## src/rtl/maxpool_layer_1.sv

```systemverilog
// 2x2 stride-2 max pooling of binary feature maps (OR per channel).
// Raster-order input, one pooled pixel per completed window.
module maxpool_layer_1 #(
    parameter int IN_W = 26,
    parameter int IN_H = 26,
    parameter int CH   = 8
) (
    input  logic          clk,
    input  logic          rst,
    input  logic          valid_in,
    input  logic [CH-1:0] conv_in,
    output logic [CH-1:0] pool_out,
    output logic          valid_out,
    output logic          frame_done
);

    localparam int OUT_W = IN_W / 2;
    localparam int OUT_H = IN_H / 2;
    localparam int N_OUT = OUT_W * OUT_H;
    localparam int CW    = $clog2(IN_W + 1);
    localparam int RW    = $clog2(IN_H + 1);
    localparam int OW    = $clog2(N_OUT + 1);

    localparam logic [CW-1:0] COL_LAST  = CW'(IN_W - 1);
    localparam logic [RW-1:0] ROW_LAST  = RW'(IN_H - 1);
    localparam logic [RW-1:0] ROW_LIM   = RW'(2 * OUT_H);
    localparam logic [OW-1:0] OCNT_LAST = OW'(N_OUT - 1);

    logic [CW-1:0] col;
    logic [RW-1:0] row;
    logic [OW-1:0] ocnt;
    logic [CH-1:0] hpair;
    logic [CH-1:0] pair;
    logic [CW-2:0] idx;
    logic          fill;
    logic          emit;

    // Sized to the index width; only the first OUT_W entries are used.
    logic [CH-1:0] lbuf [1 << (CW - 1)];

    assign idx  = col[CW-1:1];
    assign pair = hpair | conv_in;

    // An odd column is always inside the paired region, so only rows need
    // the floor check; odd rows never reach the trailing unpaired row.
    assign fill = valid_in & col[0] & ~row[0] & (row < ROW_LIM);
    assign emit = valid_in & col[0] & row[0];

    always_ff @(posedge clk) begin
        if (!rst && fill)
            lbuf[idx] <= pair;
    end

    always_ff @(posedge clk) begin
        if (rst) begin
            col        <= '0;
            row        <= '0;
            ocnt       <= '0;
            hpair      <= '0;
            pool_out   <= '0;
            valid_out  <= 1'b0;
            frame_done <= 1'b0;
        end else begin
            valid_out  <= 1'b0;
            frame_done <= 1'b0;
            if (valid_in) begin
                if (!col[0])
                    hpair <= conv_in;
                if (emit) begin
                    pool_out   <= lbuf[idx] | pair;
                    valid_out  <= 1'b1;
                    frame_done <= (ocnt == OCNT_LAST);
                    ocnt <= (ocnt == OCNT_LAST) ? '0 : ocnt + 1'b1;
                end
                if (col == COL_LAST) begin
                    col <= '0;
                    row <= (row == ROW_LAST) ? '0 : row + 1'b1;
                end else begin
                    col <= col + 1'b1;
                end
            end
        end
    end

endmodule

```

## config.mk

```make
export PLATFORM = sky130hd
export DESIGN_NAME = maxpool_layer_1
export DESIGN_NICKNAME = d
export VERILOG_FILES = /design/src/rtl/maxpool_layer_1.sv
export SDC_FILE = /design/constraint.sdc
export NUM_CORES = 1
export LEC_CHECK = 0
export ABC_AREA = 1
export CAP_MARGIN = 20
export CORE_AREA = 8 8 137 139
export CTS_CLUSTER_DIAMETER = 150
export DETAILED_ROUTE_END_ITERATION = 16
export DIE_AREA = 0 0 145 147
export DONT_BUFFER_PORTS = 1
export SYNTH_ARGS = -nofsm -noshare
export SYNTH_HDL_FRONTEND = slang
export SYNTH_SLANG_ARGS = --single-unit
```

## constraint.sdc

```tcl
create_clock -name clk -period 1.8 [get_ports clk]
set_clock_uncertainty 0.2 [all_clocks]
set_input_delay 0.36 -clock clk [delete_from_list [all_inputs] [get_ports clk]]
set_output_delay 0.36 -clock clk [all_outputs]
set_load 0.1 [all_outputs]
```

-- Yosys cells after proc, flatten, opt, wreduce, memory -nomap -nowiden
Memories as Yosys holds them, arrays and structs flattened. A register that Yosys moved wholly into a read port is not among the register bits.
Cells that the tools add are included.
- register bits: 36
- bits in writable memories: 128
- input bits: 11
- output and inout bits: 10
- word-level logic and storage cells: 40
- memories: 1
- memories (name ; words ; bits a word ; read ports ; clocked after Yosys merged registers in ; write ports ; line ; RTL):
    lbuf ; 16 ; 8 ; 1 ; 1 ; 1 ; 39 ; logic [CH-1:0] lbuf [1 << (CW - 1)];
- add/subtract/negate cells: 3
- $lt $le $gt $ge: 1
- eq/ne operators: 3
- muxes and demuxes: 8
- bitwise operators: 10
- reduce and logical (&&, ||, !) cells: 7
- operators with widths (operator ; number):
    $or A8 B8 Y8 ; 2
    $add A5 B1 Y5 const B ; 2
    $eq A5 B5 Y1 const B ; 2
    $mux W5 ; 2
    $add A8 B1 Y8 const B ; 1
    $eq A8 B8 Y1 const B ; 1
    $mux W4 ; 2
    $mux W8 ; 1
    $reduce_and A2 Y1 ; 3
    $lt A5 B5 Y1 const B ; 1
    $and A1 B1 Y1 ; 4
    $not A1 Y1 ; 4
    $mux W1 ; 3
    $reduce_or A3 Y1 ; 1
    $reduce_or A2 Y1 ; 1
    $logic_and A1 B1 Y1 ; 1
    $logic_not A1 Y1 ; 1

-- Logic depth before layout (Yosys ltp)
Gate-level depths: netlist (run 1).
- word-level depth: 6
- mapped depth: 10
- depth with buffers taken out: 9

-- Worst setup path before layout (run 1)
Ideal clock, no wire load.
- kind: input-to-reg
- start: in valid_in
- end: mem lbuf[1][0], enable pin
- library setup time: 370 ps
- arrival: 1350 ps
- required time: 1230 ps
- path slack: -120 ps
- cell stages on the path: 7
- path buffers: 1
- cell sequence: buf_6 nand2_4 inv_2 nand3_1 nor2_1 nand3_1 nor2_1
- word-level cells in the longest chain between the ends: 6
- ends and longest elaborated chain (item ; line ; RTL):
    from (decl) ; 10 ; input logic valid_in,
    $and A1 B1 Y1 (3 in series) ; 46 ; assign fill = valid_in & col[0] & ~row[0] & (row < ROW_LIM);
    $logic_and A1 B1 Y1 ; 50 ; if (!rst && fill)
    $mux W1 ; 50 ;
    $mux W1 (not written as such) ; 51 ; lbuf[idx] <= pair;
    to (decl) ; 39 ;
Every way passes these cells.

-- Final worst setup path (run 1)
- start: reg col[0]
- end: mem lbuf[6][0], enable pin
- word-level cells in the longest chain between the ends: 6
- ends and longest elaborated chain (item ; line ; RTL):
    from (decl) ; 29 ; logic [CW-1:0] col;
    from (signal assigned) ; 79 ; col <= col + 1'b1;
    $and A1 B1 Y1 (3 in series) ; 46 ;
    $logic_and A1 B1 Y1 ; 50 ;
    $mux W1 ; 50 ;
    $mux W1 (not written as such) ; 51 ;
Every way passes these cells.

==> summary.md, run 1 <==
| Metric | Value |
|---|---|
| Count of cell types in the netlist | 31 |
| Wire per inst | approximately 16 um |
| Clk sinks | approximately 170 |
| Yosys top cell by area | edfxtp_1 |
| Endpoints failing setup | 0 |
| Antenna violations before repair | 0 |
| GRT Total Usage | roughly 16% |
| Die area | between 0.02 and 0.025 sq mm |
| Gpl congestion | slightly below 0.9 |
| # DRC | 0 |
| CTS buffer count | 17 |
| Hold depth | 3 |
| Data required, critical path | between 1.5 and 2 ns |
| Inserted Diodes | 0 |
| Final Cycle Share | between 90 and 100% |
| Min-Delay Path Class | input pin to flip-flop |
| Reg2Reg Depth | 7 |
| Area Overhead vs Synth | 17.6% |
| Number of synthesized flops with an enable pin | 128 |
| CP Class | flip-flop to flip-flop |
| Synth Instances | between 700 and 800 |
| Share of the synthesized area in the top cell type | 52.5% |
| Synth Register Bits | between 150 and 200 |
| Final Hold Vio Count | 0 |
| MaxCap Viol Count | 0 |
| Leak Pwr | approximately 3.6 nW |
| Asr flop ratio synth | 0% |
| Layout cells sized above 1 | between 10% and 20% |
| Register Area | 0.00465 sq mm |
| Power density over the cells | 960 mW/mm^2 |
| Routed vias | between 5,000 and 6,000 |
| Top cells by area, synth | edfxtp_1 (53%), nand2_1 (12%), dfxtp_1 (11%), nand3_1 (6.7%), inv_1 (4.9%) |
| Detailed placement HPWL | 11.9 mm |
| Post-synthesis mux area share | 0% |
| Commonest non-fill, non-tap cell in the layout | nand2_1 |
| Core area | 0.0168 sq mm |
| Non-filler instance count after layout | 1,043 |
| Iteration-0 DRC count of the detailed router | about 430 |
| Post-synthesis adder-cell area fraction | ~1.0% |
| Syn Area/Cell | between 9 and 10 sq um |
| Vias per cell | 4.97 |
| Largest net degree at the start of global routing | 65 |
| Critical path fanouts, max | 8 |
| First-pass GRT wire length | around 27 mm |
| Clock latency on the worst-skew pair | about 0.43 ns |
| Syn. warnings | 0 |
| Peak VDD IR | about 0.66 mV |
| Area occupied by multi-input gates | around 0.0021 sq mm |
| Io pins | 21 |
| Post-synth top flop | edfxtp_1 |
| 1st-pass router iterations | 5 |
| Final setup TNS | 0 ns |
| Slew HR | about two thirds |
| Tot Pwr | ~8.3 mW |
| Final Max Slew Viols | 0 |
| Max frequency | roughly 560 MHz |
| Total gr overflow | 0 |
| Critical Path Sink Type | flip-flop |
| Fillers | roughly 1,500 |
| Critical path launch point type | flip-flop |
| Post-synthesis sequential area ratio | between 60% and 70% |
| Post-synthesis compound-gate area fraction | roughly 2.8% |
| Row count | 48 |
| Routed WL | about 17 mm |
| Placed insts | about 1,000 |
| Die height | about 150 um |
| Longest Clk Path Bufs | 2 |
| CTS tree | done |
| Slew @ Worst Pin | between 0.4 and 0.5 ns |
| Antenna-violating nets left | 0 |
| Mapped Area | roughly 0.0073 sq mm |
| Fin util | 51.4% |
| Post-DP Area | between 0.007 and 0.008 sq mm |
| Final nets | slightly above 800 |
| Mapped Nets | roughly 770 |
| Data arrival time of the worst path | 1.72 ns |
| Status | completed |
| Post-Synth Simple-Gate Area | 24.3% |
| Initial Util | roughly 44% |
| Port buffer count | 0 |
| Post-CTS Setup Repair Bufs | 0 |
| H-tree depth | 4 |
| Root buffer cell | clkbuf_16 |
| Fin area | 0.00861 sq mm |
| Post-synthesis xor/xnor area fraction | less than 1% |
| RSZ-0062 raised after global routing | yes |
| Commonest cells after routing, fill and taps aside | nand2_1 (225), edfxtp_1 (128), inv_1 (96), nand3_1 (96), buf_4 (50) |
| Worst-path clk slew | around 0.060 ns |
| Number of global-route vias before repair | around 5,000 |
| Largest family of logic cells by synthesized area | simple AND/OR/NAND/NOR gates |
| Die width | roughly 150 um |
| Fin crit period | between 1.5 and 2 ns |
==> cell usage after synthesis, drive strengths merged (4+ instances only) <==
library cell	instances
nand2	230
edfxtp	128
inv	99
nand3	99
nor2	55
dfxtp	40
buf	29
o21ai	13
a21oi	11
o21a	9
nor3	8
or2	8
ha	6
xor2	4
==> final timing paths <==
kind | startpoint | to | slack [ns]
max reg2reg | col[0]$_SDFFE_PP0P_ | lbuf[6][0]$_DFFE_PP_ | 0.02
min reg2reg | row[4]$_SDFFE_PP0P_ | row[4]$_SDFFE_PP0P_ | 0.27
max | col[0]$_SDFFE_PP0P_ | lbuf[6][0]$_DFFE_PP_ | 0.02
min | valid_in | row[2]$_SDFFE_PP0P_ | 0.02
==> metal layers <==
layer | GRT usage, % | share of wire [%] | vias up
met2 | 27.0 | 48 | 155
met5 | 0 | 0 | -
li1 | - | - | 2546
met4 | 9.42 | 3.3 | 0
met3 | 3.17 | 5.5 | 35
met1 | 19.8 | 43 | 2448
==> what timing repair did <==
| item | in CTS | in global routing |
|---|---|---|
| setup endpoints to repair | 88 | 130 |
| hold endpoints to repair | 18 | 0 |
| resized for setup | 1 | 11 |
| gates cloned | 0 | 0 |
| pin swaps | 0 | 3 |
| hold buffers | 12 | 0 |
==> worst max-delay path, cell delays in order, from the launching register on <==
cell,delay [ns]
dfxtp_2,0.35
nand2_4,0.05
inv_2,0.05
nand3_2,0.11
nor3_4,0.23
nand2_2,0.17
nor2_1,0.14
buf_4,0.18
==> report_power, final <==
group / total (mW) / switching [mW] / internal (mW)
combinational: 0.536 / 0.360 / 0.177
sequential: 4.24 / 0.0204 / 4.22
clock: 3.49 / 1.43 / 2.06
==> layout make-up <==
type,instances,share of cell area (%)
inverters,100,4.36
flip-flops and latches,168,54.0
repair buffers,67,6.92
clock buffers,23,5.68
multi-input cells,451,24.7
well taps,225,3.27
clock inverters,9,1.03
==> stage by stage <==
step | worst slack, ns | hold WS (ns)
2_1_floorplan | -0.120 | 0.229
3_3_place_gp | -0.0378 | 0.231
3_5_place_dp | -0.0818 | 0.233
4_1_cts | -0.0466 | 0.00905
5_1_grt | -0.0508 | 0.0298
6_report | 0.0243 | 0.0211
==> state kept, by name, summed over array words and instances, names as in the netlist, named ones only <==
signal,count
frame_done,1
lbuf,128
hpair,8
valid_out,1
ocnt,8
row,5
pool_out,8
col,5
==> logic make-up (layout without fill, tap and decap cells) <==
group | after synthesis | count (layout)
flip-flops | 168 | 168
AO/OA/AOI/OAI | 35 | 35
AND/OR/NAND/NOR | 406 | 406
adder cells (fa/ha/maj) | 6 | 6
buffers and inverters | 130 | 199
XOR/XNOR | 4 | 4
No activity file was read; power rests on OpenSTA's default activity.
==> run 2, diff against run 1 <==
--- a/config.mk
+++ b/config.mk
@@ -7,11 +7,14 @@
 export LEC_CHECK = 0
 export ABC_AREA = 1
 export CAP_MARGIN = 20
-export CORE_AREA = 8 8 137 139
+export CELL_PAD_IN_SITES_DETAIL_PLACEMENT = 0
+export CELL_PAD_IN_SITES_GLOBAL_PLACEMENT = 2
+export CORE_AREA = 8 8 150 152
 export CTS_CLUSTER_DIAMETER = 150
 export DETAILED_ROUTE_END_ITERATION = 16
-export DIE_AREA = 0 0 145 147
+export DIE_AREA = 0 0 158 160
 export DONT_BUFFER_PORTS = 1
+export PLACE_DENSITY_LB_ADDON = 0.1
 export SYNTH_ARGS = -nofsm -noshare
 export SYNTH_HDL_FRONTEND = slang
 export SYNTH_SLANG_ARGS = --single-unit
==> summary.md, run 2 (synthesized netlist as in run 1, its figures left out) <==
| Metric | Value |
|---|---|
| CP Class | flip-flop to flip-flop |
| Leak Pwr | 3.69 nW (+3.0%) |
| Number of global-route vias before repair | 5,090 (-0.66%) |
| First-pass GRT wire length | 29.0 mm (+7.9%) |
| Io pins | 21 (unchanged) |
| Data required, critical path | 1.73 ns (about the same) |
| Peak VDD IR | 0.624 mV (-5.5%) |
| DRT met1 WL | 8.74 mm (+20%) |
| Routed vias | 5,101 (-1.6%) |
| Critical Path Source | col[0]$_SDFFE_PP0P_ |
| Biggest register | lbuf |
| Final Cycle Share | 96.2% (-2.5 points) |
| Die area | 0.0253 sq mm (+19%) |
| Data arrival time of the worst path | 1.66 ns (-0.06 ns) |
| MaxCap Viol Count | 0 (unchanged) |
| Final setup TNS | 0 ns (unchanged) |
| Final nets | 835 (+1.6%) |
| Critical Path Sink Type | flip-flop |
| Root buffer cell | clkbuf_16 |
| Fin crit period | 1.73 ns (-0.0444 ns) |
| # DRC | 0 (unchanged) |
| Max frequency | 578 MHz (+2.6%) |
| Core area | 0.0200 sq mm (+20%) |
| Clk sinks | 168 (unchanged) |
| Non-filler instance count after layout | 1,101 (+5.6%) |
| 1st-pass router iterations | 4 (-1) |
| Vias per cell | 4.63 (-6.8%) |
| Post-CTS Setup Repair Bufs | 0 (unchanged) |
| Fin area | 0.00882 sq mm (+2.4%) |
| Worst Path Buf+Inv | 3 (+1) |
| Largest net degree at the start of global routing | 51 (-22%) |
| Port buffer count | 0 (unchanged) |
| Max reg flops | 128 (unchanged) |
| Routed wl met2 | 9.41 mm (+15%) |
| Tot Pwr | 8.33 mW (+0.75%) |
| Gpl congestion | 0.790 (-11%) |
| Iteration-0 DRC count of the detailed router | 251 (-41%) |
| Slew @ Worst Pin | 0.360 ns (-0.113 ns) |
| Antenna violations before repair | 0 (unchanged) |
| Slew HR | 76.0% (+7.6 points) |
| Wire per inst | 17.2 um (+6.0%) |
| Critical path launch point type | flip-flop |
| Die width | 158 um (+9.0%) |
| RSZ-0062 raised after global routing | yes |
| Area Overhead vs Synth | 20.5% |
| Placed insts | 1,055 (+5.6%) |
| CTS tree | done |
| Critical Path Stages | 8 (+1) |
| Worst-path clk slew | 0.06 ns (about the same) |
| Fillers | 1,972 (+33%) |
| Commonest cells after routing, fill and taps aside | nand2_1 (226), edfxtp_1 (128), inv_1 (96), nand3_1 (96), buf_4 (59) |
| H-tree depth | 4 (unchanged) |
| Critical path fanouts, max | 8 (unchanged) |
| CP endpoint | lbuf[4][3]$_DFFE_PP_ |
| Endpoints failing setup | 0 (unchanged) |
| Met3 WL | 665 um (-29%) |
| Worst-path cell chain | nand2_4, inv_4, nand3_4, nor3_4, nand2_1, buf_6, nor2_1, buf_4 |
| Final Hold Vio Count | 0 (unchanged) |
| Longest Clk Path Bufs | 2 (unchanged) |
| Total gr overflow | 0 (unchanged) |
| Detailed placement HPWL | 13.4 mm (+13%) |
| Inserted Diodes | 0 (unchanged) |
| CTS buffer count | 17 (unchanged) |
| Worst stage delay on the critical path | 0.35 ns (about the same) |
| RR Endpoint | lbuf[4][3]$_DFFE_PP_ |
| Routed WL | 19.0 mm (+12%) |
| Fin util | 44.0% (-7.4 points) |
| Row count | 52 (+8.3%) |
| Power density over the cells | 945 mW/mm^2 (-1.7%) |
| Layout cells sized above 1 | 15.9% (+1.3 points) |
| Reg2Reg Depth | 8 (+1) |
| Post-DP Area | 0.00801 sq mm (+1.8%) |
| Initial Util | 36.5% (-7.2 points) |
| Flop-to-flop setup slack | 0.07 ns (+0.04 ns) |
| Min-Delay Path Class | input pin to flip-flop |
| Status | completed |
| Final Max Slew Viols | 0 (unchanged) |
| Commonest non-fill, non-tap cell in the layout | nand2_1 |
| CP max stage cell | dfxtp_2 |
| Die height | 160 um (+8.8%) |
| Top Layer Used | met4 |
| Clock latency on the worst-skew pair | 0.42 ns (about the same) |
| Antenna-violating nets left | 0 (unchanged) |
| Reg-to-Reg Start | col[0]$_SDFFE_PP0P_ |
| GRT Total Usage | 15.4% (-0.96 points) |
| Delay-heaviest family, CP | simple AND/OR/NAND/NOR gates |
-- run 2: changes by cell type in the layout (fill, tap and decap cells not counted), sizes merged --
cell / delta
clkbuf: +7
clkinvlp: -1
bufinv: -1
clkinv: -3
dlymetal6s4s: +1
buf: +11
dlygate4sd3: -1
-- run 2: layout make-up --
| class | count | area [sq um] | share of cell area, % |
|---|---|---|---|
| Clock inverter | 4 | 28.8 | 0.326 |
| Tap cell | 270 | 338 | 3.83 |
| Timing Repair Buffer | 80 | 738 | 8.37 |
| Sequential cell | 168 | 4650 | 52.7 |
| Multi-Input combinational cell | 451 | 2130 | 24.2 |
| Inverter | 100 | 380 | 4.31 |
| Clock buffer | 28 | 548 | 6.21 |
-- run 2: how the worst min path moves through the flow --
stage,from,to,cells past startpoint
2_1_floorplan,rst,ocnt[6]$_SDFFE_PP0P_,1
3_3_place_gp,rst,ocnt[7]$_SDFFE_PP0P_,1
3_5_place_dp,rst,ocnt[6]$_SDFFE_PP0P_,1
4_1_cts,valid_in,row[2]$_SDFFE_PP0P_,3
5_1_grt,valid_in,row[2]$_SDFFE_PP0P_,3
6_report,valid_in,row[2]$_SDFFE_PP0P_,3
-- run 2: power by group --
| part | internal [mW] | switching, mW |
|---|---|---|
| combinational | 0.196 | 0.387 |
| clock | 2.09 | 1.41 |
| sequential | 4.22 | 0.0230 |
-- run 2: repair_timing --
action | CTS | global route
hold endpoints to repair | 18 | 0
gates resized for setup | 1 | 17
hold buffers | 12 | 0
pin swaps | 0 | 3
setup endpoints to repair | 19 | 131
gates cloned | 0 | 2
-- run 2: metrics by stage --
stage | hold WS, ns | worst slack (ns)
5_1_grt | 0.0358 | -0.00814
6_report | 0.0266 | 0.0687
3_3_place_gp | 0.230 | -0.000236
2_1_floorplan | 0.229 | -0.120
3_5_place_dp | 0.232 | 0.00489
4_1_cts | 0.0133 | 0.0295
-- run 2: worst reg2reg max path, cell delays in order, from the launching register on --
cell	delay (ns)
dfxtp_2	0.35
nand2_4	0.06
inv_4	0.06
nand3_4	0.08
nor3_4	0.19
nand2_1	0.09
buf_6	0.15
nor2_1	0.08
buf_4	0.18
-- run 2: metal layers --
metal | GRT usage (%) | vias to the layer above
met4 | 4.20 | 0
met3 | 3.29 | 12
met5 | 0 | -
li1 | - | 2564
met2 | 25.7 | 77
met1 | 19.7 | 2448
